==> config.mk <==
export PLATFORM = sky130hd
export DESIGN_NAME = ro_meas_ctrl
export DESIGN_NICKNAME = d
export VERILOG_FILES = /design/src/rtl/ro_ctrl_pkg.sv /design/src/rtl/ro_edge_counter.sv /design/src/rtl/ro_meas_ctrl.sv
export SDC_FILE = /design/constraint.sdc
export NUM_CORES = 1
export LEC_CHECK = 0
export ABC_AREA = 1
export BUFFER_PORTS_ARGS = -buffer_cell sky130_fd_sc_hd__buf_2
export CAP_MARGIN = 15
export CORE_UTILIZATION = 43
export CTS_BUF_LIST = sky130_fd_sc_hd__clkbuf_8
export DETAILED_ROUTE_END_ITERATION = 16
export SETUP_SLACK_MARGIN = 0.3
export SYNTH_ARGS = -nofsm -noshare
export SYNTH_HDL_FRONTEND = slang
export SYNTH_HIERARCHICAL = 1
export SYNTH_SLANG_ARGS = --single-unit
==> constraint.sdc <==
create_clock -name clk -period 3.6 [get_ports clk]
set_input_delay 0.18 -clock clk [delete_from_list [all_inputs] [get_ports clk]]
set_output_delay 0.18 -clock clk [all_outputs]
set_load 0.01 [all_outputs]
==> src/rtl/ro_ctrl_pkg.sv <==
// Shared definitions for the ring-oscillator measurement controller:
// FSM state encoding and phase-counter sizing.
package ro_ctrl_pkg;

  typedef enum logic [1:0] {
    ST_IDLE    = 2'd0,
    ST_SETTLE  = 2'd1,
    ST_MEASURE = 2'd2,
    ST_REPORT  = 2'd3
  } state_t;

  // One counter serves both the settle and the window phase, so size it for the longer one.
  function automatic int unsigned phase_w(input int unsigned settle, input int unsigned win);
    int unsigned m;
    m = (settle > win) ? settle : win;
    return (m < 2) ? 1 : $clog2(m);
  endfunction

endpackage

==> src/rtl/ro_edge_counter.sv <==
// Selected-ring mux, 2-flop synchronizer, rising-edge detect and saturating edge counter.
module ro_edge_counter #(
  parameter int unsigned NUM_RO = 8,
  parameter int unsigned SEL_W  = 3,
  parameter int unsigned CNT_W  = 16
) (
  input  logic              clk,
  input  logic              rst_n,
  input  logic              i_sync_clr,
  input  logic              i_cnt_clr,
  input  logic              i_enable,
  input  logic [SEL_W-1:0]  i_sel,
  input  logic [NUM_RO-1:0] i_ro,
  output logic [CNT_W-1:0]  o_count,
  output logic              o_sat
);

  localparam logic [CNT_W-1:0] CNT_MAX = '1;

  logic             w_ro_sel;
  logic             w_rise;
  logic             r_sync1;
  logic             r_sync2;
  logic             r_prev;
  logic [CNT_W-1:0] r_count;
  logic             r_sat;

  always_comb begin
    w_ro_sel = 1'b0;
    for (int unsigned i = 0; i < NUM_RO; i++) begin
      if (i_sel == SEL_W'(i)) w_ro_sel = i_ro[i];
    end
  end

  // Flushed on a new ring selection so no level from the previous ring survives.
  always_ff @(posedge clk) begin
    if (!rst_n || i_sync_clr) begin
      r_sync1 <= 1'b0;
      r_sync2 <= 1'b0;
      r_prev  <= 1'b0;
    end else begin
      r_sync1 <= w_ro_sel;
      r_sync2 <= r_sync1;
      r_prev  <= r_sync2;
    end
  end

  assign w_rise = r_sync2 & ~r_prev;

  always_ff @(posedge clk) begin
    if (!rst_n || i_cnt_clr) begin
      r_count <= '0;
      r_sat   <= 1'b0;
    end else if (i_enable && w_rise) begin
      if (r_count == CNT_MAX) r_sat   <= 1'b1;
      else                    r_count <= r_count + CNT_W'(1);
    end
  end

  assign o_count = r_count;
  assign o_sat   = r_sat;

endmodule

==> src/rtl/ro_meas_ctrl.sv <==
// Ring-oscillator measurement sequencer: enable one ring, settle, count edges over a
// fixed window, then return the count over a valid/ready handshake.
module ro_meas_ctrl
  import ro_ctrl_pkg::*;
#(
  parameter int unsigned NUM_RO     = 8,
  parameter int unsigned SEL_W      = 3,
  parameter int unsigned SETTLE_CYC = 16,
  parameter int unsigned WIN_CYC    = 1024,
  parameter int unsigned CNT_W      = 16
) (
  input  logic              clk,
  input  logic              rst_n,
  input  logic              req_valid,
  input  logic [SEL_W-1:0]  req_sel,
  output logic              req_ready,
  output logic [NUM_RO-1:0] ro_enable,
  input  logic [NUM_RO-1:0] ro_signal,
  output logic              res_valid,
  output logic [CNT_W-1:0]  res_count,
  output logic [SEL_W-1:0]  res_sel,
  output logic              res_sat,
  input  logic              res_ready
);

  localparam int unsigned       PH_W        = phase_w(SETTLE_CYC, WIN_CYC);
  localparam logic [PH_W-1:0]   SETTLE_LAST = PH_W'(SETTLE_CYC - 1);
  localparam logic [PH_W-1:0]   WIN_LAST    = PH_W'(WIN_CYC - 1);
  localparam logic [SEL_W-1:0]  SEL_MAX     = SEL_W'(NUM_RO - 1);
  localparam logic [NUM_RO-1:0] EN_LSB      = NUM_RO'(1);

  state_t            r_state;
  logic [PH_W-1:0]   r_phase;
  logic [SEL_W-1:0]  r_sel;
  logic              r_req_ready;
  logic [NUM_RO-1:0] r_ro_enable;
  logic              r_res_valid;
  logic [CNT_W-1:0]  r_res_count;
  logic [SEL_W-1:0]  r_res_sel;
  logic              r_res_sat;

  logic              w_accept;
  logic [SEL_W-1:0]  w_sel_clamp;
  logic [CNT_W-1:0]  w_count;
  logic              w_sat;

  // r_req_ready is high exactly in IDLE, so it doubles as the idle qualifier.
  assign w_accept    = req_valid & r_req_ready;
  assign w_sel_clamp = (req_sel > SEL_MAX) ? SEL_MAX : req_sel;

  ro_edge_counter #(
    .NUM_RO (NUM_RO),
    .SEL_W  (SEL_W),
    .CNT_W  (CNT_W)
  ) u_edge_counter (
    .clk        (clk),
    .rst_n      (rst_n),
    .i_sync_clr (w_accept),
    .i_cnt_clr  (r_state == ST_SETTLE),
    .i_enable   (r_state == ST_MEASURE),
    .i_sel      (r_sel),
    .i_ro       (ro_signal),
    .o_count    (w_count),
    .o_sat      (w_sat)
  );

  always_ff @(posedge clk) begin
    if (!rst_n) begin
      r_state     <= ST_IDLE;
      r_phase     <= '0;
      r_sel       <= '0;
      r_req_ready <= 1'b1;
      r_ro_enable <= '0;
      r_res_valid <= 1'b0;
      r_res_count <= '0;
      r_res_sel   <= '0;
      r_res_sat   <= 1'b0;
    end else begin
      case (r_state)
        ST_IDLE: begin
          if (w_accept) begin
            r_sel       <= w_sel_clamp;
            r_ro_enable <= EN_LSB << w_sel_clamp;
            r_req_ready <= 1'b0;
            r_phase     <= '0;
            r_state     <= ST_SETTLE;
          end
        end
        ST_SETTLE: begin
          if (r_phase == SETTLE_LAST) begin
            r_phase <= '0;
            r_state <= ST_MEASURE;
          end else begin
            r_phase <= r_phase + PH_W'(1);
          end
        end
        ST_MEASURE: begin
          // The increment landing on the last window clock is not captured; allowed loss.
          if (r_phase == WIN_LAST) begin
            r_ro_enable <= '0;
            r_res_count <= w_count;
            r_res_sel   <= r_sel;
            r_res_sat   <= w_sat;
            r_res_valid <= 1'b1;
            r_state     <= ST_REPORT;
          end else begin
            r_phase <= r_phase + PH_W'(1);
          end
        end
        ST_REPORT: begin
          if (res_ready) begin
            r_res_valid <= 1'b0;
            r_req_ready <= 1'b1;
            r_state     <= ST_IDLE;
          end
        end
        default: r_state <= ST_IDLE;
      endcase
    end
  end

  assign req_ready = r_req_ready;
  assign ro_enable = r_ro_enable;
  assign res_valid = r_res_valid;
  assign res_count = r_res_count;
  assign res_sel   = r_res_sel;
  assign res_sat   = r_res_sat;

endmodule

==> results of run 1 <==
==> stage by stage <==
stage               setup slack [ns]  instance area [µm²]  power [mW]
finish                          1.01                 3950        2.49
global route                   0.671                 3950        2.69
CTS                            0.980                 3950        2.52
detailed placement             0.994                 3740        1.87
global placement                1.15                 3740        1.86
floorplan                       1.96                 3470        1.68
==> power breakdown <==
part | internal, mW | switching (mW) | total, mW
Sequential | 0.820 | 0.0841 | 0.904
Combinational | 0.313 | 0.632 | 0.945
Clock | 0.324 | 0.316 | 0.640
==> layout by cell type (no fill, tap or decap), types with 2 or more instances in the layout <==
| master | count |
|---|---|
| nor2_1 | 58 |
| nand2_2 | 6 |
| clkbuf_8 | 9 |
| or2_2 | 3 |
| o21ai_2 | 8 |
| nor2_2 | 11 |
| o21ai_0 | 12 |
| dfxtp_1 | 65 |
| nand2_1 | 150 |
| nand4_1 | 11 |
| nor3_1 | 4 |
| clkinvlp_4 | 4 |
| a21oi_2 | 10 |
| xor2_1 | 5 |
| buf_4 | 2 |
| inv_1 | 50 |
| nor2_4 | 2 |
| buf_2 | 44 |
| nand3_1 | 42 |
| inv_2 | 2 |
| inv_6 | 2 |
| a21oi_1 | 30 |
| xnor2_1 | 3 |
| ha_1 | 7 |
==> routing by layer <==
layer / GRT usage, % / vias to the layer above / wire length [µm]
li1: - / 1694 / -
met1: 27.4 / 1443 / 4070
met2: 30.2 / 70 / 3370
met3: 3.65 / 6 / 325
met4: 7.29 / 0 / 78
met5: 0 / - / 0
==> area by class of cell <==
class | count | area (µm²) | area share [%]
inverters | 52 | 195 | 4.95
flip-flops and latches | 65 | 1300 | 33.0
multi-input cells | 372 | 1890 | 47.8
clock inverters | 7 | 77.6 | 1.97
repair buffers | 46 | 235 | 5.96
clock buffers | 9 | 124 | 3.14
well taps | 102 | 128 | 3.23
==> flip-flops by register name, indices dropped and copies added (netlist names), 2 cells and up <==
signal                  flops
r_phase                    10
r_sel                       3
r_state                     2
res_count                  16
res_sel                     3
ro_enable                   8
u_edge_counter/o_count     16
==> worst paths after layout <==
| kind | to | cells after the start | from |
|---|---|---|---|
| max | u_edge_counter/o_count[10] | 10 | r_state[0] |
| min | r_sel[0] | 3 | req_sel[0] |
| min reg2reg | u_edge_counter/r_sync2 | 2 | u_edge_counter/r_sync1 |
| max reg2reg | u_edge_counter/o_count[10] | 10 | r_state[0] |
==> kinds of logic (layout without fill, tap and decap cells) <==
group	count (synthesis)	count (layout)	share of synthesized area, %
and+or+nand+nor	292	292	37.6
adders and majority gates	7	7	2.52
buffers and inverters	68	114	8.18
xor gates and xnor gates	8	8	2.02
AOI/OAI and AO/OA	65	65	12.2
DFF	65	65	37.5
==> worst reg2reg max path, cell delays in order (launching register included) <==
cell and delay [ns]:
dfxtp_1 0.33, inv_1 0.12, ha_1 0.71, nand2_1 0.15, nor2_2 0.27, inv_1 0.10, nor2_2 0.49, nand2_1 0.16
nand2_1 0.09, nand2_1 0.05, nor2_1 0.08
==> results.yml, run 1 <==
clocking:
  postCtsSetupBuffers: 0
  htreeDepth: 3
  cts_tree: "built"
  numCtsBuffers: 9
  postCtsHoldBufs: 0
  clk_pin_slew_ns: 0.08
  root_buffer: "clkbuf_8"
  clkLatencyLatePin_ns: 0.35
  cts_sinks: 65
  cts_resized: 0
  cts_buffer_depth: 2
synth:
  synth_commonest_cells: "150 x nand2_1, 65 x dfxtp_1, 58 x nor2_1"
  yosysSeqAreaShare_pct: 37.5
  synthDistinctLibCells: 35
  yosys_warnings: 6
  synth_cells: 505
  ys_seq_elements: 65
  synth_fp_nets: 527
  syn_area_um2: 3470
  async_flop_share_pct: 0
  ys.flop_type: "dfxtp_1"
  synth_most_common_cell: "nand2_1"
  synthTopCellsByArea: "dfxtp_1 37%, nand2_1 16%, nor2_1 6.3%"
  syn_area_per_cell_um2: 6.87
  yosysTopAreaCell: "dfxtp_1"
  synth_top_area_share_pct: 37.5
  synth_edf_count: 0
setup_path:
  worst_path_max_delay_cell: "ha_1"
  cp_cell_sequence: "inv_1, ha_1, nand2_1, nor2_2, inv_1, nor2_2, nand2_1, nand2_1, nand2_1, nor2_1"
  max_stage_delay_ns: 0.71
  critPathMaxFanout: 20
  cp.required_ns: 3.88
  r2r_slack_ns: 1.01
  path_class: "flop to flop"
  arrival_ns: 2.87
  cp-start-kind: "flop"
  crit_buf_inv: 2
  cp-end-kind: "flop"
  path_common_cell: "nand2_1"
  cp_top_family: "simple AND/OR/NAND/NOR gates"
finish:
  fin_util_pct: 50.8
  final_nets: 568
  drive_above_1_share_pct: 20.0
  fillers: 806
  area_growth_pct: 13.7
  diodes: 0
  instances_no_fill: 653
floorplanning:
  die_area_um2: 8430
  rows: 32
  num_io_pins: 45
  core_area_um2: 7770
  die_y_um: 91.8
  die_x_um: 91.8
  start_util_pct: 44.7
sta:
  hold_viol: 0
  max-slew-margin-rel_pct: 45.7
  tightestPinTransition_ns: 0.814
  fmax_mhz: 386
  holdWs_ns: 0.145
  finalSetupViolCount: 0
  fin_crit_sh_pct: 72.0
  skew_ns: 0.0137
  rsz0062_at_grt: "no"
  setup-tns-final_ns: 0
  fin_crit_ns: 2.59
  drv_slew: 0
power_and_ir_drop:
  p_per_area_nw_per_um2: 631
  power.leakage_nw: 1.67
  vdd_drop_max_v: 0.000261
hold_path:
  worstHoldPathType: "input pin to flop"
grt:
  grt_pass1_vias: 2893
  grt_start_max_net_pins: 25
  antenna_found_initial: 0
  track_usage_pct: 19.7
  grt_remaining_overflow: 0
  grt_first_pass_wirelength_mm: 13.3
detailed_routing:
  ant_nets: 0
  drc: 0
  totalWireLength_mm: 7.84
  vias_per_cell: 4.92
  via_count: 3213
  firstDrtPassIters: 4
  post_drt_wl_per_cell_um: 12.0
  drtIter0Drc: 148
placed_design:
  placedCellCount: 637
  io_buffer_count: 44
  place_congestion: 0.849
  place.detailed.hpwl_mm: 5.55
run:
  maxCapViolCount: 0
run_status:
  outcome: "finished, final reports clean"
Power figures use the tool's default switching activity.
==> run 2, diff against run 1 <==
- clock period: 3.6 -> 2.2 ns (I/O delays scaled with it)
==> results.yml, run 2 (same netlist as run 1, synthesis figures left out) <==
grt:
  grt_pass1_vias: 2996
  track_usage_pct: 20.4
  grt_remaining_overflow: 0
  grt_start_max_net_pins: 31
  grt_first_pass_wirelength_mm: 13.8
  antenna_found_initial: 0
setup_path:
  path_class: "flop to flop"
  max_stage_delay_ns: 0.33
  crit_path_end: "ro_enable[5]"
  cp_top_family: "buffers and inverters"
  cp.depth: 9
  r2r-end: "ro_enable[5]"
  rr_worst_depth: 9
  critPathMaxFanout: 14
  worst_path_max_delay_cell: "dfxtp_1"
  crit_path_start: "r_state[0]"
  path_common_cell: "o21ai_2"
  arrival_ns: 1.99
  r2r_slack_ns: 0.42
  cp.required_ns: 2.41
  reg2reg_from: "r_state[0]"
  crit_buf_inv: 3
  cp_cell_sequence: "inv_1, ha_1, nand2_1, o21ai_2, a21oi_4, buf_12, buf_4, o21ai_2, nor2_2"
  cp-end-kind: "flop"
  cp-start-kind: "flop"
detailed_routing:
  vias_per_cell: 4.82
  drtIter0Drc: 128
  drc: 0
  ant_nets: 0
  firstDrtPassIters: 4
  totalWireLength_mm: 8.00
  via_count: 3203
  post_drt_wl_per_cell_um: 12.0
sta:
  drv_slew: 0
  fin_crit_ns: 1.78
  skew_ns: 0.00740
  tightestPinTransition_ns: 0.672
  fin_crit_sh_pct: 80.9
  postLayoutSetupSlackWorst_ns: 0.421
  rsz0062_at_grt: "yes"
  hold_viol: 0
  setup-tns-final_ns: 0
  max-slew-margin-rel_pct: 55.2
  finalSetupViolCount: 0
  fmax_mhz: 562
clocking:
  clk_pin_slew_ns: 0.08
  root_buffer: "clkbuf_8"
  cts_buffer_depth: 2
  clkLatencyLatePin_ns: 0.34
  postCtsHoldBufs: 0
  numCtsBuffers: 9
  htreeDepth: 3
  cts_tree: "built"
  cts_sinks: 65
floorplanning:
  rows: 32
  core_area_um2: 7770
  num_io_pins: 45
  start_util_pct: 44.7
  die_x_um: 91.8
  die_area_um2: 8430
  die_y_um: 91.8
power_and_ir_drop:
  power.leakage_nw: 1.75
  p_per_area_nw_per_um2: 1080
  vdd_drop_max_v: 0.000465
finish:
  diodes: 0
  final_nets: 580
  final_cell_mix: "149 x nand2_1, 65 x dfxtp_1, 58 x nor2_1"
  area_growth_pct: 18.2
  drive_above_1_share_pct: 22.2
  final_common_cell: "nand2_1"
run:
  maxCapViolCount: 0
run_status:
  outcome: "finished, final reports clean"
placed_design:
  place_congestion: 0.860
  place.detailed.hpwl_mm: 5.65
  io_buffer_count: 44
  pre_cts_slack_ns: 0.149
hold_path:
  worstHoldPathType: "input pin to flop"
[run 2: cell types whose count changed in the layout (fill, tap and decap cells not counted), sizes merged]
| cell | change |
|---|---|
| buf | +12 |
| clkinv | +1 |
| clkinvlp | -2 |
| bufinv | +1 |
[run 2: per-stage QoR]
| stage | instance area, µm² | std cells | hold WS [ns] | util, % | power [mW] |
|---|---|---|---|---|---|
| 3_5_place_dp | 3780 | 642 | 0.414 | 48.7 | 3.06 |
| 4_1_cts | 4060 | 663 | 0.0685 | 52.3 | 4.41 |
| 2_1_floorplan | 3470 | 505 | 0.233 | - | 2.75 |
| 6_report | 4100 | 665 | 0.0729 | 52.8 | 4.41 |
| 5_1_grt | 4100 | 665 | 0.0905 | 52.8 | 4.77 |
| 3_3_place_gp | 3780 | 642 | 0.407 | 48.7 | 3.03 |
[run 2: timing repair]
item | in CTS | in global routing
resized for setup | 1 | 7
setup endpoints to repair | 9 | 20
pin swaps | 0 | 1
buffers inserted | 5 | 2
[run 2: layer usage]
metal / GRT usage (%) / part of all wire, %
met2: 32.2 / 45
met4: 7.68 / 0.83
met5: 0 / 0
met3: 3.48 / 4.5
met1: 28.0 / 50
[run 2: worst min-delay path by stage]
stage                                 startpoint                      to  slack, ns  depth (start not counted)
after floorplan                            rst_n              r_phase[9]       0.23                          2
after detailed placement  u_edge_counter/r_sync1  u_edge_counter/r_sync2       0.41                          2
after global placement    u_edge_counter/r_sync1  u_edge_counter/r_sync2       0.41                          2
after global routing                  req_sel[2]                r_sel[2]       0.09                          3
final                                 req_sel[2]                r_sel[2]       0.07                          3
after CTS                             req_sel[2]                r_sel[2]       0.07                          3
[run 2: cell type report]
class                      count  area, µm²
inverter                      52        198
tap                          102        128
timing repair buffer          58        342
multi-input combinational    372       1910
fill                         794       3660
sequential                    65       1300
clock buffer                   9        124
clock inverter                 7        101
[run 2: report_power, final]
group / switching (mW) / internal [mW]
clock network: 0.500 / 0.647
registers: 0.145 / 1.34
logic: 1.09 / 0.692
total: 1.73 / 2.68
[run 2: worst register-to-register path, stage by stage (launching register included)]
cell and delay, ns:
dfxtp_1 0.33, inv_1 0.12, ha_1 0.31, nand2_1 0.24, o21ai_2 0.14, a21oi_4 0.05
buf_12 0.15, buf_4 0.14, o21ai_2 0.11, nor2_2 0.04
==> run 3, diff against run 2 <==
- clock period: 2.2 -> 1.8 ns (I/O delays scaled with it)
==> results.yml, run 3 (same netlist as run 1, synthesis figures left out) <==
detailed_routing:
  vias_per_cell: 4.96
  drc: 0
  totalWireLength_mm: 8.44
  firstDrtPassIters: 5
  post_drt_wl_per_cell_um: 12.2
  ant_nets: 0
  drtIter0Drc: 101
  via_count: 3415
clocking:
  numCtsBuffers: 9
  root_buffer: "clkbuf_8"
  clk_pin_slew_ns: 0.08
  cts_sinks: 65
  clkLatencyLatePin_ns: 0.34
  postCtsHoldBufs: 0
  cts_buffer_depth: 2
  htreeDepth: 3
  cts_tree: "built"
setup_path:
  cp_top_family: "simple AND/OR/NAND/NOR gates"
  rr_worst_depth: 9
  max_stage_delay_ns: 0.37
  path_class: "flop to flop"
  worst_path_max_delay_cell: "dfxtp_4"
  crit_buf_inv: 1
  cp_cell_sequence: "ha_4, nand2_4, nor2_4, nand3_4, a21oi_4, clkbuf_16, nand2_1, o21ai_2, nor2_2"
  cp.depth: 9
  cp.required_ns: 2.03
  cp-end-kind: "flop"
  arrival_ns: 1.74
  critPathMaxFanout: 6
  cp-start-kind: "flop"
grt:
  grt_remaining_overflow: 0
  grt_pass1_vias: 3261
  grtUsageMet2_pct: 34.0
  grt_start_max_net_pins: 24
  use_met3_pct: 3.98
  use_met1_pct: 29.3
  antenna_found_initial: 0
  track_usage_pct: 21.6
  grt_first_pass_wirelength_mm: 14.8
  grt.busiest_layer: "met2"
sta:
  hold_viol: 0
  skew_ns: 0.0110
  tightestPinTransition_ns: 0.385
  finalSetupViolCount: 0
  max-slew-margin-rel_pct: 74.1
  fin_crit_sh_pct: 84.0
  setup-tns-final_ns: 0
  fmax_mhz: 662
  rsz0062_at_grt: "yes"
  fin_crit_ns: 1.51
  drv_slew: 0
placed_design:
  io_buffer_count: 44
  place.detailed.hpwl_mm: 5.76
  place_congestion: 0.879
finish:
  final_cell_mix: "139 x nand2_1, 54 x nor2_1, 51 x dfxtp_1"
  fillers: 731
  area_growth_pct: 31.0
  drive_above_1_share_pct: 32.4
  diodes: 0
  final_nets: 604
  final_common_cell: "nand2_1"
floorplanning:
  rows: 32
  core_area_um2: 7770
  die_area_um2: 8430
  num_io_pins: 45
  die_y_um: 91.8
  start_util_pct: 44.7
  die_x_um: 91.8
power_and_ir_drop:
  vdd_drop_max_v: 0.000639
  p_per_area_nw_per_um2: 1350
  total_power_mw: 6.13
  power.leakage_nw: 1.94
run_status:
  outcome: "finished, final reports clean"
run:
  maxCapViolCount: 0
hold_path:
  worstHoldPathType: "input pin to flop"
  whs_path_depth: 3
[run 3: cell count changes in the layout (fill, tap and decap cells not counted), sizes merged]
cell    change
buf        +23
bufinv      +1
clkbuf      +2
clkinv      +1
inv         -3
[run 3: tightest hold or removal path: cells and delay by family]
kind / cells / cell delay [ns]
compound gates: 1 / 0.06
buf+inv: 1 / 0.12
simple gates: 1 / 0.08
[run 3: worst paths after layout]
| kind | from | endpoint | slack, ns |
|---|---|---|---|
| setup / recovery | r_phase[1] | ro_enable[3] | 0.29 |
| hold / removal | req_sel[2] | r_sel[2] | 0.06 |
| setup reg to reg | r_phase[1] | ro_enable[3] | 0.29 |
| hold reg to reg | u_edge_counter/r_sync1 | u_edge_counter/r_sync2 | 0.42 |
[run 3: through the flow]
| step | std cells | area (µm²) | hold slack [ns] | setup slack (ns) | utilization, % |
|---|---|---|---|---|---|
| 2_1_floorplan | 505 | 3500 | 0.213 | 0.300 | - |
| 3_3_place_gp | 658 | 3950 | 0.408 | 0.132 | 50.8 |
| 3_5_place_dp | 658 | 3950 | 0.406 | 0.0782 | 50.8 |
| 4_1_cts | 684 | 4350 | 0.0567 | 0.299 | 56.0 |
| 5_1_grt | 689 | 4550 | 0.0584 | 0.229 | 58.5 |
| 6_report | 689 | 4550 | 0.0645 | 0.288 | 58.5 |
[run 3: metal layers]
layer  part of all wire (%)  wire length, µm  vias up
met2                     43             3640       80
met5                      0                0        -
li1                       -                -     1761
met1                     51             4300     1561
met3                    4.1              344       13
met4                    1.7              145        0
[run 3: cell type report]
| cell class | count | area [µm²] | area share [%] |
|---|---|---|---|
| Clock inverter | 6 | 115 | 2.53 |
| Tap cell | 102 | 128 | 2.81 |
| Clock buffer | 10 | 138 | 3.03 |
| Sequential cell | 65 | 1330 | 29.3 |
| Inverter | 52 | 209 | 4.60 |
| Timing Repair Buffer | 82 | 579 | 12.7 |
| Multi-Input combinational cell | 372 | 2040 | 44.9 |
[run 3: timing repair]
action                                  in CTS  in global routing
gates cloned                                 0                  1
buffers inserted                            10                  4
endpoints found under the setup margin      35                 53
pin swaps                                    2                 12
gates resized for setup                     16                 49
[run 3: report_power, final]
| part | switching, mW | total [mW] | internal (mW) |
|---|---|---|---|
| combinational | 1.51 | 2.73 | 1.22 |
| clock | 0.595 | 1.56 | 0.963 |
| sequential | 0.187 | 1.85 | 1.67 |
